--- config.mk ---
export PLATFORM = sky130hd
export DESIGN_NAME = hazard_stall_unit
export DESIGN_NICKNAME = d
export VERILOG_FILES = /design/src/rtl/hazard_stall_unit_pkg.sv /design/src/rtl/hazard_stall_unit_fwd_select.sv /design/src/rtl/hazard_stall_unit.sv
export SDC_FILE = /design/constraint.sdc
export NUM_CORES = 1
export LEC_CHECK = 0
export BUFFER_PORTS_ARGS = -buffer_cell sky130_fd_sc_hd__buf_2
export CAP_MARGIN = 30
export CORE_MARGIN = 3
export CORE_UTILIZATION = 39
export CTS_BUF_LIST = sky130_fd_sc_hd__clkbuf_4 sky130_fd_sc_hd__clkbuf_8 sky130_fd_sc_hd__clkbuf_16
export CTS_CLUSTER_SIZE = 14
export DETAILED_ROUTE_END_ITERATION = 8
export PLACE_DENSITY = 0.81
export SKIP_LAST_GASP = 1
export SYNTH_ARGS = -nofsm -noshare
export SYNTH_HDL_FRONTEND = slang
export SYNTH_SLANG_ARGS = --single-unit
--- constraint.sdc ---
create_clock -name clk -period 1.9 [get_ports clk]
set_input_delay 0.57 -clock clk [delete_from_list [all_inputs] [get_ports clk]]
set_output_delay 0.57 -clock clk [all_outputs]
set_load 0.01 [all_outputs]
--- src/rtl/hazard_stall_unit_pkg.sv ---
// Shared types and constants for the pipeline hazard/stall control unit.
package hazard_stall_unit_pkg;

  localparam logic [3:0]  REG_PC = 4'd15;
  localparam int unsigned REG_W  = $bits(REG_PC);

  typedef enum logic [1:0] {
    ST_IDLE = 2'd0,
    ST_WAIT = 2'd1,
    ST_DONE = 2'd2
  } mem_state_e;

  typedef struct packed {
    logic rn_exe;
    logic rn_mem;
    logic rm_exe;
    logic rm_mem;
  } fwd_sel_t;

  // A source operand depends on a producer that writes the same register.
  function automatic logic reg_match(input logic             i_src_en,
                                     input logic             i_wb_en,
                                     input logic [REG_W-1:0] i_dest,
                                     input logic [REG_W-1:0] i_src);
    return i_src_en & i_wb_en & (i_dest == i_src);
  endfunction

endpackage

--- src/rtl/hazard_stall_unit_fwd_select.sv ---
// RAW match detection, hazard decision and forwarding-select generation for ID.
module hazard_stall_unit_fwd_select
  import hazard_stall_unit_pkg::*;
(
  input  logic [REG_W-1:0] i_rn,
  input  logic [REG_W-1:0] i_rm,
  input  logic             i_use_rn,
  input  logic             i_two_src,
  input  logic             i_fwd_en,
  input  logic [REG_W-1:0] i_exe_dest,
  input  logic             i_exe_wb_en,
  input  logic             i_exe_mem_r_en,
  input  logic [REG_W-1:0] i_mem_dest,
  input  logic             i_mem_wb_en,
  output logic             o_hz,
  output fwd_sel_t         o_sel
);

  logic w_rn_e;
  logic w_rn_m;
  logic w_rm_e;
  logic w_rm_m;

  assign w_rn_e = reg_match(i_use_rn,  i_exe_wb_en, i_exe_dest, i_rn);
  assign w_rn_m = reg_match(i_use_rn,  i_mem_wb_en, i_mem_dest, i_rn);
  assign w_rm_e = reg_match(i_two_src, i_exe_wb_en, i_exe_dest, i_rm);
  assign w_rm_m = reg_match(i_two_src, i_mem_wb_en, i_mem_dest, i_rm);

  // Without forwarding any pending writer stalls; with it only load-use does.
  always_comb begin
    o_hz  = 1'b0;
    o_sel = '0;
    if (i_fwd_en) begin
      o_hz = i_exe_mem_r_en & (w_rn_e | w_rm_e);
      if (!o_hz) begin
        o_sel.rn_exe = w_rn_e & ~i_exe_mem_r_en;
        o_sel.rn_mem = w_rn_m & ~w_rn_e;
        o_sel.rm_exe = w_rm_e & ~i_exe_mem_r_en;
        o_sel.rm_mem = w_rm_m & ~w_rm_e;
      end
    end else begin
      o_hz = w_rn_e | w_rn_m | w_rm_e | w_rm_m;
    end
  end

endmodule

--- src/rtl/hazard_stall_unit.sv ---
// Pipeline control: SRAM wait-state FSM plus freeze/flush/forwarding outputs
// for the IF/ID and ID/EX stage registers.
module hazard_stall_unit
  import hazard_stall_unit_pkg::*;
#(
  parameter int unsigned SRAM_WAIT = 3,
  parameter int unsigned CNT_W     = 4
) (
  input  logic             clk,
  input  logic             rst,
  input  logic [REG_W-1:0] Rn,
  input  logic [REG_W-1:0] Rm,
  input  logic             use_Rn,
  input  logic             two_src,
  input  logic             fwd_en,
  input  logic [REG_W-1:0] EXE_Dest,
  input  logic             EXE_WB_EN,
  input  logic             EXE_MEM_R_EN,
  input  logic [REG_W-1:0] MEM_Dest,
  input  logic             MEM_WB_EN,
  input  logic             B_taken,
  input  logic             mem_req,
  output logic             freeze_front,
  output logic             freeze_back,
  output logic             flush_ifid,
  output logic             flush_idex,
  output logic             fRnSEXE,
  output logic             fRnSMEM,
  output logic             fRmSEXE,
  output logic             fRmSMEM,
  output logic             mem_done
);

  localparam bit              HAS_WAIT = (SRAM_WAIT != 0);
  localparam bit              ONE_WAIT = (SRAM_WAIT == 1);
  localparam logic [CNT_W-1:0] CNT_LOAD = CNT_W'(SRAM_WAIT - 1);

  mem_state_e       r_state;
  logic [CNT_W-1:0] r_cnt;

  logic     w_hz;
  fwd_sel_t w_sel;
  logic     w_req_start;
  logic     w_mem_stall;
  logic     w_mem_done;

  hazard_stall_unit_fwd_select u_fwd_select (
    .i_rn           (Rn),
    .i_rm           (Rm),
    .i_use_rn       (use_Rn),
    .i_two_src      (two_src),
    .i_fwd_en       (fwd_en),
    .i_exe_dest     (EXE_Dest),
    .i_exe_wb_en    (EXE_WB_EN),
    .i_exe_mem_r_en (EXE_MEM_R_EN),
    .i_mem_dest     (MEM_Dest),
    .i_mem_wb_en    (MEM_WB_EN),
    .o_hz           (w_hz),
    .o_sel          (w_sel)
  );

  assign w_req_start = mem_req & HAS_WAIT;

  // r_cnt holds the stall cycles still owed, counting the current WAIT cycle.
  always_ff @(posedge clk) begin
    if (rst) begin
      r_state <= ST_IDLE;
      r_cnt   <= '0;
    end else begin
      case (r_state)
        ST_IDLE: begin
          if (w_req_start) begin
            if (ONE_WAIT) begin
              r_state <= ST_DONE;
            end else begin
              r_state <= ST_WAIT;
              r_cnt   <= CNT_LOAD;
            end
          end
        end
        ST_WAIT: begin
          if (r_cnt <= CNT_W'(1)) begin
            r_state <= ST_DONE;
            r_cnt   <= '0;
          end else begin
            r_cnt <= r_cnt - CNT_W'(1);
          end
        end
        ST_DONE: r_state <= ST_IDLE;
        default: begin
          r_state <= ST_IDLE;
          r_cnt   <= '0;
        end
      endcase
    end
  end

  // The first access cycle stalls before the FSM has left IDLE.
  assign w_mem_stall = (r_state == ST_WAIT) | ((r_state == ST_IDLE) & w_req_start);
  assign w_mem_done  = HAS_WAIT ? (r_state == ST_DONE) : mem_req;

  always_comb begin
    freeze_front = 1'b0;
    freeze_back  = 1'b0;
    flush_ifid   = 1'b0;
    flush_idex   = 1'b0;
    fRnSEXE      = 1'b0;
    fRnSMEM      = 1'b0;
    fRmSEXE      = 1'b0;
    fRmSMEM      = 1'b0;
    mem_done     = 1'b0;
    if (!rst) begin
      freeze_back  = w_mem_stall;
      freeze_front = w_mem_stall | w_hz;
      flush_idex   = ~w_mem_stall & (w_hz | B_taken);
      flush_ifid   = ~w_mem_stall & B_taken;
      fRnSEXE      = w_sel.rn_exe;
      fRnSMEM      = w_sel.rn_mem;
      fRmSEXE      = w_sel.rm_exe;
      fRmSMEM      = w_sel.rm_mem;
      mem_done     = w_mem_done;
    end
  end

endmodule

# After elaboration in Yosys (flattened, before gate mapping)
# Cells that the tools add are included.
[op_classes]
n_mux = 18
magnitude_cmp = 1
n_eq_ne = 8
bitwise_logic = 28
add_sub_neg = 1
n_reduce_logical = 3
[ops]
columns = ["op", "n"]
rows = [
  ["$and A1 B1 Y1", 16],
  ["$eq A4 B4 Y1", 4],
  ["$mux W4", 4],
  ["$pmux W4 S3", 1],
  ["$mux W1", 10],
  ["$or A1 B1 Y1", 7],
  ["$not A1 Y1", 5],
  ["$le A4 B1 Y1 const B", 1],
  ["$mux W2", 2],
  ["$ne A2 B2 Y1 const B", 2],
  ["$pmux W2 S2", 1],
  ["$reduce_and A2 Y1", 2],
  ["$sub A4 B1 Y4 const B", 1],
  ["$eq A2 B1 Y1 const B", 1],
  ["$eq A2 B2 Y1 const B", 1],
  ["$logic_not A2 Y1", 1],
]
[word_totals]
input_bits = 26
reg_bits = 6

# Depth between registers and ports, before layout
[logic_depth]
word_depth = 9
ltp_mapped = 7
mapped_depth_nobuf = 7

# Cells and area by module
# From an unflattened synthesis, not the netlist that was laid out.
[hier_totals]
hier_cells = 85
area_unflattened_um2 = 691.9
[modules_own_cells]
columns = ["mod", "instances", "area_each_um2", "cells_per_inst"]
rows = [
  ["hazard_stall_unit", 1, 429.2, 50],
  ["hazard_stall_unit_fwd_select", 1, 262.8, 35],
]

# Worst setup path before layout
# OpenSTA, ideal clock, no wires.
[synth_timing]
path_kind = "input to output"
from = "input MEM_Dest[0]"
to = "output flush_idex"
arrival_ns = 1.637
n_path_buf = 0
slack_ns = -0.307
stages = 5
cell_sequence = "inv_1 a222oi_1 nor4b_2 nor4_1 a221oi_1"
[synth_between]
elab_chain_cells = 9
word_cells_on_any_way = 11
[synth_rtl]
columns = ["item", "line", "text"]
rows = [
  ["start: declaration", "hazard_stall_unit.sv:19", "input logic [REG_W-1:0] MEM_Dest,"],
  ["$eq A4 B4 Y1", "hazard_stall_unit_pkg.sv:25", "return i_src_en & i_wb_en & (i_dest == i_src);"],
  ["$and A1 B1 Y1", "hazard_stall_unit_pkg.sv:25", ""],
  ["$or A1 B1 Y1 (2 in a row)", "hazard_stall_unit_fwd_select.sv:42", "o_hz = w_rn_e | w_rn_m | w_rm_e | w_rm_m;"],
  ["$or A1 B1 Y1 *", "hazard_stall_unit_fwd_select.sv:42", ""],
  ["$mux W1 *", "hazard_stall_unit_fwd_select.sv:33", "if (i_fwd_en) begin"],
  ["$or A1 B1 Y1 *", "hazard_stall_unit.sv:115", "flush_idex = ~w_mem_stall & (w_hz | B_taken);"],
  ["$and A1 B1 Y1 *", "hazard_stall_unit.sv:115", ""],
  ["$mux W1 *", "hazard_stall_unit.sv:112", "if (!rst) begin"],
  ["end: declaration", "hazard_stall_unit.sv:26", "output logic flush_idex,"],
]
# Every way passes the cells marked *; elsewhere a longest branch is shown, timed or not.

# Worst setup path after layout
[layout_timing]
from = "input Rn[2]"
to = "output flush_idex"
[layout_between]
elab_chain_cells = 9
word_cells_on_any_way = 13
[layout_rtl]
columns = ["item", "line", "text"]
rows = [
  ["start: declaration", "hazard_stall_unit.sv:11", "input logic [REG_W-1:0] Rn,"],
  ["$eq A4 B4 Y1", "hazard_stall_unit_pkg.sv:25", ""],
  ["$and A1 B1 Y1", "hazard_stall_unit_pkg.sv:25", ""],
  ["$or A1 B1 Y1 (3 in a row)", "hazard_stall_unit_fwd_select.sv:42", ""],
  ["$mux W1 *", "hazard_stall_unit_fwd_select.sv:33", ""],
  ["$or A1 B1 Y1 *", "hazard_stall_unit.sv:115", ""],
  ["$and A1 B1 Y1 *", "hazard_stall_unit.sv:115", ""],
  ["$mux W1 *", "hazard_stall_unit.sv:112", ""],
]
# Marked as above.

==> summary.md <==
| Metric | Value |
|---|---|
| Min-Delay Path Class | `flip-flop to flip-flop` |
| Unrepaired setup endpoints after global routing | `true` |
| Worst R2R Start | `r_cnt[0]` |
| Max Fclk | `376 MHz` |
| Initial DRC Count | `27` |
| Clk_lat worst skew | `0.25 ns` |
| Synth Instances | `91` |
| Final Cycle Share | `140%` |
| WP data required | `1.33 ns` |
| Std cell rows | `14` |
| Starting Density | `42.7%` |
| Crit path buf inv count | `3` |
| Worst vdd ir | `~0.45 mV` |
| Final #Nets | `167` |
| Register bit total from synthesis | `6` |
| Synth Net Count | `119` |
| Most frequent CP cell | `buf_2` |
| Worst path slowest cell | `a222oi_1` |
| Number of max-cap violations | `0` |
| Avg Synthesized Cell Area | `roughly 7.2 um2` |
| Final Hold Fails | `0` |
| CTS H-Tree Depth | `1` |
| Port buffer count | `34` |
| R2R depth | `6` |
| Final Non-Filler Cells | `153` |
| Clk buf depth | `2` |
| HPWL Detailed | `1720 um` |
| Synth-to-Final Area Change | `82.3%` |
| Hold buffers post-CTS | `0` |
| Worst-path maximum fanout | `3` |
| Startpoint types | `input port` |
| Ant diodes | `0` |
| Worst EP arrival | `2.09 ns` |
| Leakage | `0.536 nW` |
| Largest net degree at the start of global routing | `10` |
| Yosys Warn Count | `0` |
| Sink Count | `6` |
| Die Y | `47.1 um` |
| Final core occ | `between 70 and 80%` |
| Root Buffer | `clkbuf_4` |
| Layout cells sized above 1 | `~54%` |
| Post-synthesis cell type count | `33` |
| Hold Path Depth | `1` |
| Avg WL per Cell | `18.9 um` |
| Core area | `1540 um2` |
| Post-layout min period | `2.66 ns` |
| Cell Pwr Density | `432 nW/um2` |
| Post-route ant nets | `0` |
| Register area share after synthesis | `18.3%` |
| Setup WS post-layout | `-0.760 ns` |
| Failing checks | `negative setup slack` |
| Pins over their slew limit | `0` |
| Vias | `around 930` |
| GR Overflow Total | `0` |
| Outcome | `finished, violations left` |
| Synthesized cell area | `658 um2` |
| Setup CP Type | `input port to output port` |
| Max-slew headroom | `roughly 70%` |
| Clock Skew | `0.00675 ns` |
| R2R Setup Slk | `0.29 ns` |
| Hold path startpoint | `r_cnt[3]` |
| Drt via density | `~6.1` |
| Vias in the first global route | `867` |
| Final wirelength | `about 2900 um` |
| GRT Total Usage | `24.3%` |
| Worst Hold Path EP | `r_state[1]` |
| Initial antenna violation count | `0` |
| Clock transition at path regs | `0.05 ns` |
| GPL Wtd Cong | `0.826` |
| TritonCTS clock tree | `yes` |
| Reg2reg end | `r_cnt[2]` |
| CP Cell Sequence | `buf_2 -> inv_2 -> a222oi_1 -> nor4b_4 -> nor4_2 -> a221oi_2 -> buf_2` |
| Crit path capture type | `output port` |
| IO Count | `35` |
| CP peak stage delay | `0.41 ns` |
| Drt pass-1 iters | `4` |
| Placed insts | `149` |
| Crit path depth | `7` |
| Final setup violation count | `7` |
| Worst Tran Pin Value | `0.450 ns` |
| Die X | `roughly 47 um` |
| Die Area | `2220 um2` |
| DR DRC count | `0` |
| Largest delay share family, worst path | `compound AO/OA/AOI/OAI gates` |
| First-pass GRT wire length | `3760 um` |
| CTS buffer count | `3` |
[where the power goes]
group / switching (mW) / leakage, nW / total (mW) / internal (mW)
combinational: 0.130 / 0.473 / 0.260 / 0.130
sequential: 0.00823 / 0.0491 / 0.144 / 0.135
clock: 0.0439 / 0.0138 / 0.115 / 0.0713
[Yosys cell counts, drive strengths merged]
cell,instances,area [um2]
a211oi,2,15.0
a21oi,3,15.0
a221o,1,10.0
a221oi,2,17.5
a222oi,2,20.0
and2,1,6.26
clkbuf,2,8.75
dfxtp,6,120
ha,2,25.0
inv,12,45.0
nand2,2,7.51
nand2b,4,25.0
nand3,2,10.0
nor2,13,48.8
nor2b,5,31.3
nor3,5,30.0
nor4,3,18.8
nor4b,2,30.0
o2111ai,1,8.76
o211ai,2,15.0
o21ai,4,20.0
o221ai,1,8.76
o22a,1,8.76
o22ai,2,12.5
o311ai,1,16.3
or2,1,6.26
or3,1,6.26
or4b,1,10.0
xnor2,4,35.0
xor2,3,26.3
[cells in the final DEF, fill, tap and decap left out, types with 2 or more instances in the layout]
cell type,Yosys,routed
nor2_1,13,12
xor2_1,3,3
a222oi_1,2,2
o21ai_0,3,2
inv_2,0,3
inv_1,12,8
o22ai_1,2,2
nor3_1,4,3
dfxtp_1,6,6
a211oi_2,0,2
ha_1,2,2
o211ai_1,2,2
buf_2,0,23
buf_8,0,4
nor4b_4,0,2
xnor2_4,0,3
buf_4,0,10
a21oi_1,3,3
nand2b_1,4,4
a221oi_2,0,2
buf_6,0,8
clkbuf_4,0,3
nor2b_1,5,4
[worst reg2reg max path: stages (launching register included)]
cell	delay [ns]
dfxtp_1	0.38
inv_1	0.06
ha_1	0.21
nor2_1	0.18
o311ai_2	0.11
or4b_1	0.47
a21oi_1	0.14
[repair_timing]
item                                    4_1_cts  5_1_grt
setup buffers                                 2        3
gates resized for setup                      23       25
cloned                                        0        0
endpoints found under the setup margin        7        7
pin swaps                                    10       14
[logic make-up after synthesis]
group / Yosys count / share of synthesized area (%)
AOI/OAI and AO/OA: 22 / 25.5
buffers and inverters: 14 / 8.17
xor gates and xnor gates: 7 / 9.32
and+or+nand+nor: 40 / 35.0
DFF: 6 / 18.3
adders and majority gates: 2 / 3.80
[layer usage]
layer / track usage, % / up-vias / part of all wire [%]
li1: - / 424 / -
met1: 24.4 / 437 / 37
met2: 50.1 / 52 / 52
met3: 3.45 / 14 / 6.9
met4: 7.18 / 0 / 4.3
met5: 0 / - / 0
[worst max path at each step]
stage           startpoint            to  slack [ns]
4_1_cts              Rn[3]    flush_idex       -0.54
3_3_place_gp   MEM_Dest[0]  freeze_front       -0.58
6_report             Rn[2]    flush_idex       -0.76
5_1_grt              Rn[2]    flush_idex       -0.83
2_1_floorplan        Rn[0]    flush_idex       -0.24
3_5_place_dp   MEM_Dest[0]    flush_idex       -0.58
[flip-flops by register name, indices dropped and copies added (netlist names)]
register / flops
r_cnt: 4
r_state: 2
[metrics by stage]
stage | hold slack, ns | worst slack (ns) | area (um2) | setup TNS [ns] | power, mW
global route | 0.529 | -0.832 | 1200 | -3.62 | 0.547
floorplan | 0.456 | -0.241 | 681 | -0.977 | 0.245
CTS | 0.511 | -0.537 | 1080 | -2.69 | 0.477
global placement | 0.488 | -0.577 | 937 | -2.66 | 0.319
detailed placement | 0.504 | -0.580 | 937 | -2.75 | 0.328
finish | 0.500 | -0.760 | 1200 | -3.26 | 0.519
[area by class of cell]
cell class | count | area, um2
clock buffers | 3 | 22.5
fillers | 101 | 342
inverters | 12 | 47.5
multi-input cells | 71 | 649
flip-flops and latches | 6 | 120
well taps | 16 | 20.0
repair buffers | 45 | 340
No activity file was read; power rests on OpenSTA's default activity.
